`src/rtl/led_pulse_driver_if.sv`:
```
// Button/LED bundle for the pulse driver: raw button levels and burst settings in,
// LED drive and busy flags out.
interface led_pulse_driver_if #(
  parameter int NUM_CH = 4,
  parameter int CNT_W  = 8
);
  logic [NUM_CH-1:0] iBtn;
  logic [CNT_W-1:0]  iOnPeriod;
  logic [CNT_W-1:0]  iOffPeriod;
  logic [3:0]        iBlinkCnt;
  logic              iRetrig;
  logic              iEn;
  logic [NUM_CH-1:0] oLED;
  logic [NUM_CH-1:0] oBusy;

  modport master (
    output iBtn, iOnPeriod, iOffPeriod, iBlinkCnt, iRetrig, iEn,
    input  oLED, oBusy
  );

  modport slave (
    input  iBtn, iOnPeriod, iOffPeriod, iBlinkCnt, iRetrig, iEn,
    output oLED, oBusy
  );
endinterface

```
`src/rtl/led_pulse_driver.sv`:
```
// Multi-channel one-shot / blink LED driver: each button rising edge starts a burst of
// B ON periods separated by OFF gaps, with optional retrigger.
module led_pulse_driver #(
  parameter int NUM_CH      = 4,
  parameter int CNT_W       = 8,
  parameter int SYNC_STAGES = 2
) (
  input logic               CLK,
  input logic               RESETn,
  led_pulse_driver_if.slave bus
);

  typedef enum logic [1:0] {
    StIdle = 2'b00,
    StOn   = 2'b01,
    StOff  = 2'b10
  } state_e;

  localparam int unsigned      FillMax  = SYNC_STAGES + 1;
  localparam int unsigned      FillW    = $clog2(FillMax + 1);
  localparam logic [FillW-1:0] FillDone = FillW'(FillMax);
  localparam logic [CNT_W-1:0] CntOne   = CNT_W'(1);

  logic [FillW-1:0]       r_fill;
  logic                   w_armed;
  logic [SYNC_STAGES-1:0] r_sync [NUM_CH];
  logic [NUM_CH-1:0]      r_prev;
  logic [NUM_CH-1:0]      r_rise;
  state_e                 r_state [NUM_CH];
  logic [CNT_W-1:0]       r_cnt [NUM_CH];
  logic [CNT_W-1:0]       r_on_p [NUM_CH];
  logic [CNT_W-1:0]       r_off_p [NUM_CH];
  logic [3:0]             r_blinks [NUM_CH];
  logic [CNT_W-1:0]       w_on_p;
  logic [CNT_W-1:0]       w_off_p;
  logic [3:0]             w_blinks;
  logic [NUM_CH-1:0]      w_led;
  logic [NUM_CH-1:0]      w_busy;

  // Edges are ignored until the synchroniser and prev flop have refilled after reset,
  // so a button held through reset cannot fire.
  assign w_armed = (r_fill == FillDone);

  always_ff @(posedge CLK or negedge RESETn) begin
    if (!RESETn) begin
      r_fill <= '0;
    end else if (!w_armed) begin
      r_fill <= r_fill + 1'b1;
    end
  end

  // Registered edge stage sets trigger latency to SYNC_STAGES+1 edges.
  always_ff @(posedge CLK or negedge RESETn) begin
    if (!RESETn) begin
      for (int i = 0; i < NUM_CH; i++) begin
        r_sync[i] <= '0;
      end
      r_prev <= '0;
      r_rise <= '0;
    end else begin
      for (int i = 0; i < NUM_CH; i++) begin
        r_sync[i] <= {r_sync[i][SYNC_STAGES-2:0], bus.iBtn[i]};
        r_prev[i] <= r_sync[i][SYNC_STAGES-1];
        r_rise[i] <= r_sync[i][SYNC_STAGES-1] & ~r_prev[i] & w_armed;
      end
    end
  end

  always_comb begin
    w_on_p   = (bus.iOnPeriod == '0) ? CntOne : bus.iOnPeriod;
    w_off_p  = (bus.iOffPeriod == '0) ? CntOne : bus.iOffPeriod;
    w_blinks = (bus.iBlinkCnt == 4'd0) ? 4'd1 : bus.iBlinkCnt;
  end

  always_ff @(posedge CLK or negedge RESETn) begin
    if (!RESETn) begin
      for (int i = 0; i < NUM_CH; i++) begin
        r_state[i]  <= StIdle;
        r_cnt[i]    <= '0;
        r_on_p[i]   <= '0;
        r_off_p[i]  <= '0;
        r_blinks[i] <= '0;
      end
    end else begin
      for (int i = 0; i < NUM_CH; i++) begin
        if (!bus.iEn) begin
          r_state[i]  <= StIdle;
          r_cnt[i]    <= '0;
          r_blinks[i] <= '0;
        end else if (r_rise[i] && (r_state[i] == StIdle || bus.iRetrig)) begin
          // New burst; a retrigger also wins over the final ON cycle.
          r_state[i]  <= StOn;
          r_on_p[i]   <= w_on_p;
          r_off_p[i]  <= w_off_p;
          r_cnt[i]    <= w_on_p - CntOne;
          r_blinks[i] <= w_blinks - 4'd1;
        end else begin
          case (r_state[i])
            StOn: begin
              if (r_cnt[i] != '0) begin
                r_cnt[i] <= r_cnt[i] - CntOne;
              end else if (r_blinks[i] == 4'd0) begin
                r_state[i] <= StIdle;
              end else begin
                r_state[i]  <= StOff;
                r_cnt[i]    <= r_off_p[i] - CntOne;
                r_blinks[i] <= r_blinks[i] - 4'd1;
              end
            end
            StOff: begin
              if (r_cnt[i] != '0) begin
                r_cnt[i] <= r_cnt[i] - CntOne;
              end else begin
                r_state[i] <= StOn;
                r_cnt[i]   <= r_on_p[i] - CntOne;
              end
            end
            StIdle: begin
              r_state[i] <= StIdle;
            end
            default: begin
              r_state[i] <= StIdle;
            end
          endcase
        end
      end
    end
  end

  always_comb begin
    w_led  = '0;
    w_busy = '0;
    for (int i = 0; i < NUM_CH; i++) begin
      w_led[i]  = (r_state[i] == StOn);
      w_busy[i] = (r_state[i] != StIdle);
    end
  end

  assign bus.oLED  = w_led;
  assign bus.oBusy = w_busy;

endmodule

```
`src/flat_wrapper.sv`:
```
// flat-port wrapper written by rule: the top's interface ports become plain ports
module led_pulse_driver_flat 
#(
  parameter int NUM_CH      = 4,
  parameter int CNT_W       = 8,
  parameter int SYNC_STAGES = 2
)
  (CLK, RESETn, bus_iBtn, bus_iOnPeriod, bus_iOffPeriod, bus_iBlinkCnt, bus_iRetrig, bus_iEn, bus_oLED, bus_oBusy);
  led_pulse_driver_if #(.NUM_CH(NUM_CH), .CNT_W(CNT_W)) bus_i ();
  input logic CLK;
  input logic RESETn;
  input wire logic [$bits(bus_i.iBtn)-1:0] bus_iBtn;
  input wire logic [$bits(bus_i.iOnPeriod)-1:0] bus_iOnPeriod;
  input wire logic [$bits(bus_i.iOffPeriod)-1:0] bus_iOffPeriod;
  input wire logic [$bits(bus_i.iBlinkCnt)-1:0] bus_iBlinkCnt;
  input wire logic [$bits(bus_i.iRetrig)-1:0] bus_iRetrig;
  input wire logic [$bits(bus_i.iEn)-1:0] bus_iEn;
  output wire logic [$bits(bus_i.oLED)-1:0] bus_oLED;
  output wire logic [$bits(bus_i.oBusy)-1:0] bus_oBusy;
  assign bus_i.iBtn = bus_iBtn;
  assign bus_i.iOnPeriod = bus_iOnPeriod;
  assign bus_i.iOffPeriod = bus_iOffPeriod;
  assign bus_i.iBlinkCnt = bus_iBlinkCnt;
  assign bus_i.iRetrig = bus_iRetrig;
  assign bus_i.iEn = bus_iEn;
  assign bus_oLED = bus_i.oLED;
  assign bus_oBusy = bus_i.oBusy;
  led_pulse_driver #(.NUM_CH(NUM_CH), .CNT_W(CNT_W), .SYNC_STAGES(SYNC_STAGES)) u_core (.CLK(CLK), .RESETn(RESETn), .bus(bus_i));
endmodule
```
`config.mk`:
```
export PLATFORM = sky130hd
export DESIGN_NAME = led_pulse_driver_flat
export DESIGN_NICKNAME = d
export VERILOG_FILES = /design/src/rtl/led_pulse_driver_if.sv /design/src/rtl/led_pulse_driver.sv /design/src/flat_wrapper.sv
export SDC_FILE = /design/constraint.sdc
export NUM_CORES = 1
export LEC_CHECK = 0
export BUFFER_PORTS_ARGS = -buffer_cell sky130_fd_sc_hd__buf_4
export CAP_MARGIN = 15
export CORE_MARGIN = 2
export CORE_UTILIZATION = 40
export CTS_CLUSTER_DIAMETER = 50
export CTS_CLUSTER_SIZE = 20
export DETAILED_ROUTE_END_ITERATION = 16
export GPL_TIMING_DRIVEN = 0
export PLACE_DENSITY_LB_ADDON = 0.3
export SETUP_SLACK_MARGIN = 0.3
export SLEW_MARGIN = 20
export SYNTH_ARGS = -nofsm -noshare
export SYNTH_HDL_FRONTEND = slang
export SYNTH_SLANG_ARGS = --single-unit
```
`constraint.sdc`:
```
create_clock -name CLK -period 6 [get_ports CLK]
set_clock_uncertainty 0.05 [all_clocks]
set_input_delay 0.3 -clock CLK [delete_from_list [all_inputs] [get_ports CLK]]
set_output_delay 0.3 -clock CLK [all_outputs]
set_load 0.005 [all_outputs]
```
==> metrics.yaml, run 1 <==
status:
  outcome: "completed"
yosys:
  async_flop_share_pct: 100.0
  synthTopCellsByCount: "dfrtp_1 (138), nand2_1 (120), nor2_1 (82)"
  synth.distinct_cells: 71
  ys_seq_elements: 138
  synth_area_um2: 8418
  synth_warnings: 0
  synth_top_cells_by_area: "dfrtp_1 (41%), ha_1 (5.9%), mux2_2 (5.4%)"
  synth_top_family_by_area: "simple AND/OR/NAND/NOR gates"
  synth_top_area_share_pct: 41.02
  synth-main-ff-cell: "dfrtp_1"
  synth_compound_area_share_pct: 16.01
  synth.avg_cell_area_um2: 9.210
  yosys.area.top_type: "dfrtp_1"
  muxShareOfSynthArea_pct: 7.372
  synthAdderAreaFrac_pct: 5.945
  synth_simple_gate_area_share_pct: 18.18
  netlist_instances: 914
  yosysMostFrequentCell: "dfrtp_1"
  synth_edf_count: 0
  synth-xor-area-share_pct: 7.283
  ys_seq_area_share_pct: 41.02
  synth_nets: 982
global_route:
  grt_pass1_vias: 6465
  grt_pass1_wl_mm: 35.37
  grt-ovfl-total: 0
  antenna_found_initial: 0
  grt_usage_pct: 20.49
  grt_max_degree: 71
setup_path:
  required_ns: 6.24
  ff2ff_path_depth: 9
  r2r_end: "u_core.r_cnt[8]"
  critPathLaunchType: "flop"
  worst-path-stages: 9
  cp-end-kind: "flop"
  ff2ff_setup_slack_ns: 3.30
  cp.arrival_ns: 2.94
  crit_start: "u_core.r_cnt[8]"
  r2r-start: "u_core.r_cnt[8]"
  crit_path_end: "u_core.r_cnt[8]"
  critical_path.cell_chain: "inv_1 -> ha_1 -> nor4b_2 -> and2_0 -> buf_1 -> a41o_1 -> nand3_2 -> nand2_1 -> o32ai_1"
  critical_path_class: "reg -> reg"
  slowest_delay_ns: 0.47
  cp_num_buf_inv: 2
  crit_slowest_cell: "nor4b_2"
  cp_top_family: "simple AND/OR/NAND/NOR gates"
  worstPathMaxFanout: 9
placement:
  gp_congestion: 0.9045
  hpwlAfterDp_mm: 16.11
  portBuffers: 31
  placed_area_um2: 9030
  place_ws_ns: 3.042
  dp_cells: 1221
pwr:
  p_int_mw: 2.296
  powerDensity_nw_per_um2: 363.3
  finalPower_mw: 3.532
  p_seq_share_pct: 36.6
  p_comb_share_pct: 30.9
  p_switching_mw: 1.237
  ir_worst_vdd_v: 0.0002294
  clockPowerShare_pct: 32.6
  swShare_pct: 35.01
  leakage_nw: 4.106
clocking:
  cts_resized: 0
  clk_path_buf_depth: 2
  cts_buffers: 17
  clk_pin_slew_ns: 0.06
  clockRootBuffer: "clkbuf_16"
  clkLatencyLatePin_ns: 0.42
  cts.sinks: 138
  htree_levels: 4
  hold_buffers: 5
  cts_tree: "yes"
  cts_setup_buffers: 0
floorplanning:
  rows: 53
  coreArea_um2: 20820
  io_pins: 36
  die_x_um: 149.1
  dieHeight_um: 149.1
  fp.dieArea_um2: 22220
  initial_core_util_pct: 40.43
finish:
  fillers: 2053
  drive_gt1_share_pct: 13.02
  fin_area_um2: 9723
  seqCellArea_um2: 3453
  final_nets: 1038
  antenna_cells: 0
  final_cells: 1258
  multiInputGateArea_um2: 4612
  area_growth_pct: 15.50
drt:
  via_per_inst: 5.527
  drc: 0
  dr.max_layer_used: "met4"
  routed_wire_length_per_instance_um: 17.55
  m1WireLength_mm: 10.58
  vias: 6953
  ant_nets: 0
  drt_first_pass_iters: 5
  wl_met2_mm: 10.05
  drt_iter0_drc: 493
  route.met3.wl_mm: 1.092
  drt_wl_total_mm: 22.07
sta:
  setup_ws_ns: 3.300
  setup_tns_ns: 0
  rsz0062_at_grt: "false"
  finalHoldViolCount: 0
  fin_crit_ns: 2.700
  max_slew_margin_pct: 33.89
  slew_violations: 0
  fmax_ghz: 0.3704
  worstMarginPinSlew_ns: 0.9813
  finalCritPeriodShare_pct: 45.00
  setup_viol: 0
worst_hold_path:
  hold_path.class: "in -> reg"
job:
  cap_violations: 0
==> per-stage QoR <==
| stage | hold WS, ns | utilization [%] |
|---|---|---|
| after floorplan | -0.04559 | - |
| after global placement | 0.2844 | 43.20 |
| after detailed placement | 0.2580 | 43.37 |
| after CTS | 0.08477 | 46.70 |
| after global routing | 0.08839 | 46.70 |
| final | 0.08311 | 46.70 |
==> tightest hold or removal path: cells and delay by family <==
| kind | cells | cell delay, ns |
|---|---|---|
| AND/OR/NAND/NOR | 2 | 0.10 |
| buffers and inverters | 1 | 0.12 |
==> flip-flops by register name, indices dropped and copies added, names as in the netlist <==
register         count
u_core.r_prev        4
u_core.r_state       8
u_core.r_off_p      32
u_core.r_sync        8
u_core.r_fill        2
u_core.r_cnt        32
u_core.r_rise        4
u_core.r_blinks     16
u_core.r_on_p       32
==> how the worst min path moves through the flow <==
stage                      start            endpoint  slack, ns  cells after the start
4_1_cts        bus_iOffPeriod[5]   u_core.r_off_p[5]       0.08                      3
2_1_floorplan             RESETn  u_core.r_blinks[0]      -0.05                      0
3_3_place_gp    u_core.r_sync[4]    u_core.r_sync[5]       0.28                      0
6_report       bus_iOffPeriod[5]   u_core.r_off_p[5]       0.08                      3
3_5_place_dp              RESETn  u_core.r_off_p[25]       0.26                      1
5_1_grt        bus_iOffPeriod[5]   u_core.r_off_p[5]       0.09                      3
==> placed cells by master, fill, tap and decap left out, drive strengths merged, types with 9 or more instances in the layout <==
master	instances
xor2	38
xnor2	32
a31oi	9
o21ai	61
a21oi	44
nor4	15
nor2	84
o21a	9
buf	38
mux2	40
a211oi	18
nor3	33
clkbuf	47
inv	52
ha	40
nand2	122
mux2i	17
dfrtp	138
nand3	10
==> kinds of logic (layout without fill, tap and decap cells) <==
family | after synthesis | in the layout
compound gates | 205 | 205
xor+xnor | 70 | 70
fa+ha+maj | 40 | 40
buf+inv | 85 | 154
flops | 138 | 138
mux | 57 | 57
simple gates | 319 | 319
==> cell type report <==
cell class / instances / area share (%)
multi-input combinational: 691 / 47.43
clock buffer: 19 / 4.658
inverter: 50 / 1.930
sequential: 138 / 35.52
buffer: 35 / 1.699
tap: 275 / 3.539
clock inverter: 13 / 1.956
timing repair buffer: 37 / 3.269
==> per-layer routing <==
layer	vias to the layer above	GRT usage (%)
li1	3362	-
met1	3366	29.54
met2	195	32.05
met3	30	3.150
met4	0	5.810
met5	-	0
==> power by group through the flow <==
stage | sequential, mW | clock (mW) | combinational (mW)
final | 1.29 | 1.15 | 1.09
after floorplan | 1.25 | 0 | 0.830
after CTS | 1.29 | 1.17 | 1.08
after global routing | 1.32 | 1.21 | 1.22
after global placement | 1.30 | 0 | 1.05
after detailed placement | 1.30 | 0 | 1.07
(Power assumes the default switching activity.)
==> run 2: changes to the inputs <==
- ABC_AREA: not set -> 1
- clock period: 6 -> 2.7 ns (I/O delays scaled with it)
==> run 2 against run 1 <==
Compared with the run above:
- worst setup slack got worse by 2.9 ns
- synthesized area is 3.8% higher
- first-iteration DRC count increased by 66%
- count of clock-buffer cells in the layout increased by 4
- via count rose by 19%
- sequential share of layout area decreased by 1.3 points
- combinational power is 130% higher
- cell area up 3.9%
- critical path type is now in -> reg
- highest routed layer unchanged
==> metrics.yaml, run 2 <==
clocking:
  htree_levels: 4
  cts_buffers: 17
  clkLatencyLatePin_ns: 0.43
  cts_tree: "yes"
  clk_pin_slew_ns: 0.06
  cts.sinks: 138
  clockRootBuffer: "clkbuf_16"
  clk_path_buf_depth: 2
  cts_setup_buffers: 0
pwr:
  clockPowerShare_pct: 29.7
  p_seq_share_pct: 36.5
  swShare_pct: 37.51
  powerDensity_nw_per_um2: 743.4
  leakage_nw: 4.932
  p_int_mw: 4.691
  ir_worst_vdd_v: 0.0004727
  p_comb_share_pct: 33.8
  finalPower_mw: 7.507
  p_switching_mw: 2.816
yosys:
  synth_top_area_share_pct: 39.51
  synth_edf_count: 0
  synth.distinct_cells: 41
  synth_nets: 1309
  ys_seq_area_share_pct: 39.51
  netlist_instances: 1241
  yosys.area.top_type: "dfrtp_1"
  synth-main-ff-cell: "dfrtp_1"
  synth_warnings: 0
  synth.avg_cell_area_um2: 7.042
  async_flop_share_pct: 100.0
  ys_seq_elements: 138
  synth_top_cells_by_area: "dfrtp_1 (40%), nand2_1 (14%), nand3_1 (8.2%)"
  synthTopCellsByCount: "nand2_1 (333), inv_1 (164), nand3_1 (144)"
  synth_area_um2: 8740
  yosysMostFrequentCell: "nand2_1"
drt:
  via_per_inst: 5.179
  drt_iter0_drc: 818
  drt_wl_total_mm: 24.98
  vias: 8297
  drt_first_pass_iters: 5
  ant_nets: 0
  routed_wire_length_per_instance_um: 15.59
  drc: 0
finish:
  postLayoutCoreUtil_pct: 46.71
  top_regs: "u_core.r_cnt x32, u_core.r_off_p x32, u_core.r_on_p x32"
  final_cells: 1602
  drive_gt1_share_pct: 8.472
  layout_common_cells: "nand2_1 (333), inv_1 (164), nand3_1 (144)"
  antenna_cells: 0
  fin_area_um2: 10100
  area_growth_pct: 15.55
  layout_commonest_cell: "nand2_1"
  final_nets: 1378
  fillers: 2175
sta:
  worstMarginPinSlew_ns: 0.9184
  slew_violations: 0
  rsz0062_at_grt: "false"
  max_slew_margin_pct: 38.33
  finalCritPeriodShare_pct: 83.96
  fin_crit_ns: 2.267
  setup_ws_ns: 0.4331
  finalHoldViolCount: 0
  setup_viol: 0
  fmax_ghz: 0.4411
status:
  outcome: "completed"
setup_path:
  critPathLaunchType: "input pin"
  r2r_end: "u_core.r_cnt[24]"
  crit_start: "bus_iOnPeriod[3]"
  ff2ff_setup_slack_ns: 0.67
  worstPathMaxFanout: 5
  required_ns: 3.00
  cp-end-kind: "flop"
  r2r-start: "u_core.r_state[6]"
  cp.arrival_ns: 2.56
  ff2ff_path_depth: 10
  critical_path_class: "in -> reg"
worst_hold_path:
  min_from: "bus_iOnPeriod[5]"
  hold_end: "u_core.r_on_p[29]"
  hold_path.class: "in -> reg"
  whs_path_depth: 3
global_route:
  grt_pass1_vias: 7946
  grt_max_degree: 73
  antenna_found_initial: 0
  grt_pass1_wl_mm: 40.97
  grt_usage_pct: 22.08
  grt-ovfl-total: 0
floorplanning:
  fp.dieArea_um2: 23050
  dieHeight_um: 151.8
  rows: 54
  initial_core_util_pct: 40.42
  io_pins: 36
  coreArea_um2: 21620
  die_x_um: 151.8
placement:
  dp_cells: 1554
  hpwlAfterDp_mm: 17.79
  gp_congestion: 0.9127
  place_ws_ns: -0.05963
  placed_area_um2: 9365
  portBuffers: 32
job:
  cap_violations: 0
## run 2: cell types whose count changed in the layout (fill, tap and decap cells not counted), sizes merged, moves of 18 or more
cell,before,now
o21ai,61,145
a211oi,18,0
mux2,40,1
nor2,84,116
xnor2,32,5
nand2,122,342
inv,52,178
nand3,10,145
nor3,33,5
xor2,38,11
## run 2: power groups by stage
stage                     combinational [mW]  sequential, mW  clock [mW]
after detailed placement                2.48            2.76           0
after global routing                    2.94            2.79        2.36
after floorplan                         1.89            2.70           0
after CTS                               2.53            2.73        2.26
after global placement                  2.44            2.76           0
final                                   2.54            2.74        2.23
## run 2: per-stage QoR
| stage | setup TNS [ns] | hold WS, ns |
|---|---|---|
| 4_1_cts | 0 | 0.02098 |
| 2_1_floorplan | 0 | -0.2106 |
| 3_5_place_dp | -0.06349 | 0.1151 |
| 6_report | 0 | 0.03686 |
| 5_1_grt | 0 | 0.03776 |
| 3_3_place_gp | -0.06487 | 0.1951 |
## run 2: critical path: stages
cell	delay, ns
buf_4	0.13
inv_1	0.15
nand2_1	0.11
nor2_1	0.18
nand2_2	0.10
nand2_2	0.18
inv_2	0.14
ha_1	0.29
nand3_1	0.12
xor2_1	0.70
nand2_1	0.11
a31oi_1	0.19
## run 2: cells by family after synthesis
group           synth area share (%)
compound gates                 13.31
xor+xnor                       1.603
fa+ha+maj                      5.727
buf+inv                        8.991
flops                          39.51
mux                           0.2434
simple gates                   30.61
## run 2: metal layers
| layer | vias up | routed length [um] | GRT usage (%) |
|---|---|---|---|
| met5 | - | 0 | 0 |
| met4 | 0 | 760 | 9.123 |
| met3 | 49 | 1224 | 3.908 |
| met2 | 219 | 11410 | 35.03 |
| met1 | 3867 | 11590 | 29.98 |
| li1 | 4162 | - | - |
## run 2: area by class of cell
class                           count  area, um^2  area share (%)
Buffer                             26       115.1           1.140
Clock buffer                       23       478.0           4.733
Clock inverter                      8       70.07          0.6938
Inverter                          178       670.6           6.641
Multi-Input combinational cell    899        4516           44.72
Sequential cell                   138        3453           34.20
Tap cell                          280       350.3           3.469
Timing Repair Buffer               50       445.4           4.411
## run 2: worst max path at each step
stage	slack [ns]	end	cells after the start
after CTS	0.40	u_core.r_cnt[26]	12
after floorplan	0.99	u_core.r_cnt[24]	10
after detailed placement	-0.06	u_core.r_cnt[26]	12
final	0.43	u_core.r_cnt[28]	12
after global routing	0.29	u_core.r_cnt[4]	12
after global placement	-0.06	u_core.r_cnt[26]	12
## run 2: timing repair
action                                 CTS  global route
hold buffers                            17             0
endpoints found under the hold margin  115             0
resized for setup                        0             2
setup endpoints to repair                0             2
==> run 3: changes to the inputs <==
- clock period: 2.7 -> 2.1 ns (I/O delays scaled with it)
==> run 3 against run 2 <==
Compared with the run above:
- utilization rose by 2.9 points
- sequential power increased by 29%
- cell area increased by 6.1%
- sequential share of layout area decreased by 2.0 points
- combinational power increased by 39%
- worst setup slack worse by 0.081 ns
==> metrics.yaml, run 3 (synthesized netlist as in run 2, its figures left out) <==
setup_path:
  cp.arrival_ns: 2.05
  critPathLaunchType: "flop"
  r2r_end: "u_core.r_cnt[28]"
  cp-end-kind: "flop"
  required_ns: 2.40
  critical_path_class: "reg -> reg"
  ff2ff_path_depth: 10
  worstPathMaxFanout: 6
  r2r-start: "u_core.r_state[6]"
  ff2ff_setup_slack_ns: 0.35
worst_hold_path:
  whs_path_depth: 3
  hold_end: "u_core.r_on_p[26]"
  min_from: "bus_iOnPeriod[2]"
  hold_path.class: "in -> reg"
floorplanning:
  coreArea_um2: 21620
  initial_core_util_pct: 40.42
  dieHeight_um: 151.8
  io_pins: 36
  rows: 54
  fp.dieArea_um2: 23050
  die_x_um: 151.8
sta:
  finalHoldViolCount: 0
  rsz0062_at_grt: "true"
  max_slew_margin_pct: 37.47
  finalCritPeriodShare_pct: 83.22
  worstMarginPinSlew_ns: 0.9313
  setup_ws_ns: 0.3524
  fmax_ghz: 0.5722
  slew_violations: 0
  fin_crit_ns: 1.748
  setup_viol: 0
drt:
  m1WireLength_mm: 11.97
  vias: 8622
  drc: 0
  drt_wl_total_mm: 25.77
  routed_wire_length_per_instance_um: 15.73
  ant_nets: 0
  route.met3.wl_mm: 1.016
  drt_iter0_drc: 867
  dr.max_layer_used: "met4"
  drt_first_pass_iters: 5
  via_per_inst: 5.264
  wl_met2_mm: 12.11
global_route:
  grt_pass1_wl_mm: 41.54
  grt_max_degree: 73
  grt_usage_pct: 22.29
  grt-ovfl-total: 0
  antenna_found_initial: 0
  grt_pass1_vias: 8081
finish:
  layout_commonest_cell: "nand2_1"
  drive_gt1_share_pct: 15.76
  final_nets: 1414
  antenna_cells: 0
  area_growth_pct: 22.65
  fillers: 2111
  top_regs: "u_core.r_cnt x32, u_core.r_off_p x32, u_core.r_on_p x32"
  layout_common_cells: "nand2_1 (326), inv_1 (146), nand3_1 (142)"
clocking:
  htree_levels: 4
  clk_pin_slew_ns: 0.06
  clkLatencyLatePin_ns: 0.43
  clk_path_buf_depth: 2
  cts_tree: "yes"
  cts.sinks: 138
  cts_buffers: 17
  clockRootBuffer: "clkbuf_16"
placement:
  place_ws_ns: -0.6296
  hpwlAfterDp_mm: 17.79
  gp_congestion: 0.9127
  portBuffers: 32
status:
  outcome: "completed"
pwr:
  powerDensity_nw_per_um2: 928.7
  finalPower_mw: 9.954
  leakage_nw: 5.182
  ir_worst_vdd_v: 0.0006114
job:
  cap_violations: 0
## run 3: through the flow
step / hold slack (ns) / std cells / util (%) / instance area (um^2) / setup TNS, ns
finish: 0.01938 / 1638 / 49.58 / 10720 / 0
detailed placement: 0.08511 / 1554 / 43.32 / 9365 / -6.370
global route: 0.02753 / 1638 / 49.58 / 10720 / 0
CTS: 0.02113 / 1614 / 47.75 / 10320 / 0
global placement: 0.1651 / 1553 / 43.15 / 9330 / -6.173
floorplan: -0.2406 / 1241 / - / 8740 / 0
## run 3: final cells by class
| type | count | area [um^2] | area share, % |
|---|---|---|---|
| Clock inverter | 8 | 70.07 | 0.6537 |
| Multi-Input combinational cell | 899 | 4782 | 44.61 |
| Inverter | 178 | 686.9 | 6.408 |
| Sequential cell | 138 | 3453 | 32.22 |
| Tap cell | 280 | 350.3 | 3.268 |
| Buffer | 26 | 156.4 | 1.459 |
| Timing Repair Buffer | 86 | 742.0 | 6.922 |
| Clock buffer | 23 | 478.0 | 4.459 |
## run 3: how the worst max path moves through the flow
| stage | from | end | slack [ns] | cells past startpoint |
|---|---|---|---|---|
| 2_1_floorplan | u_core.r_state[6] | u_core.r_cnt[24] | 0.39 | 10 |
| 3_3_place_gp | bus_iOnPeriod[3] | u_core.r_cnt[26] | -0.63 | 12 |
| 3_5_place_dp | bus_iOnPeriod[3] | u_core.r_cnt[26] | -0.63 | 12 |
| 4_1_cts | u_core.r_state[6] | u_core.r_cnt[26] | 0.25 | 8 |
| 5_1_grt | u_core.r_state[6] | u_core.r_cnt[24] | 0.23 | 10 |
| 6_report | u_core.r_state[6] | u_core.r_cnt[28] | 0.35 | 10 |
## run 3: report_power, final
group | switching (mW) | internal [mW] | leakage (nW) | total [mW]
combinational | 2.22 | 1.32 | 3.20 | 3.54
sequential | 0.380 | 3.16 | 1.72 | 3.54
clock | 1.17 | 1.70 | 0.269 | 2.87
total | 3.77 | 6.19 | 5.18 | 9.95
## run 3: routing by layer
layer	vias up	GRT usage (%)
met5	-	0
met4	0	7.343
met3	50	4.193
met2	220	36.47
met1	4112	29.92
li1	4240	-
## run 3: critical path, cell delays in order (launching register included)
cell      delay (ns)
dfrtp_1         0.36
inv_2           0.06
ha_4            0.17
o21ai_4         0.24
nand2_4         0.11
clkinv_4        0.09
nand2_8         0.07
o21ai_4         0.22
buf_6           0.14
nor2_1          0.04
a31oi_1         0.12
## run 3: timing repair
action,4_1_cts,5_1_grt
setup buffers,11,24
pin swaps,9,16
gates resized for setup,31,93
gates cloned,0,0
endpoints found under the setup margin,74,111
hold endpoints to repair,118,0
hold buffers,18,0
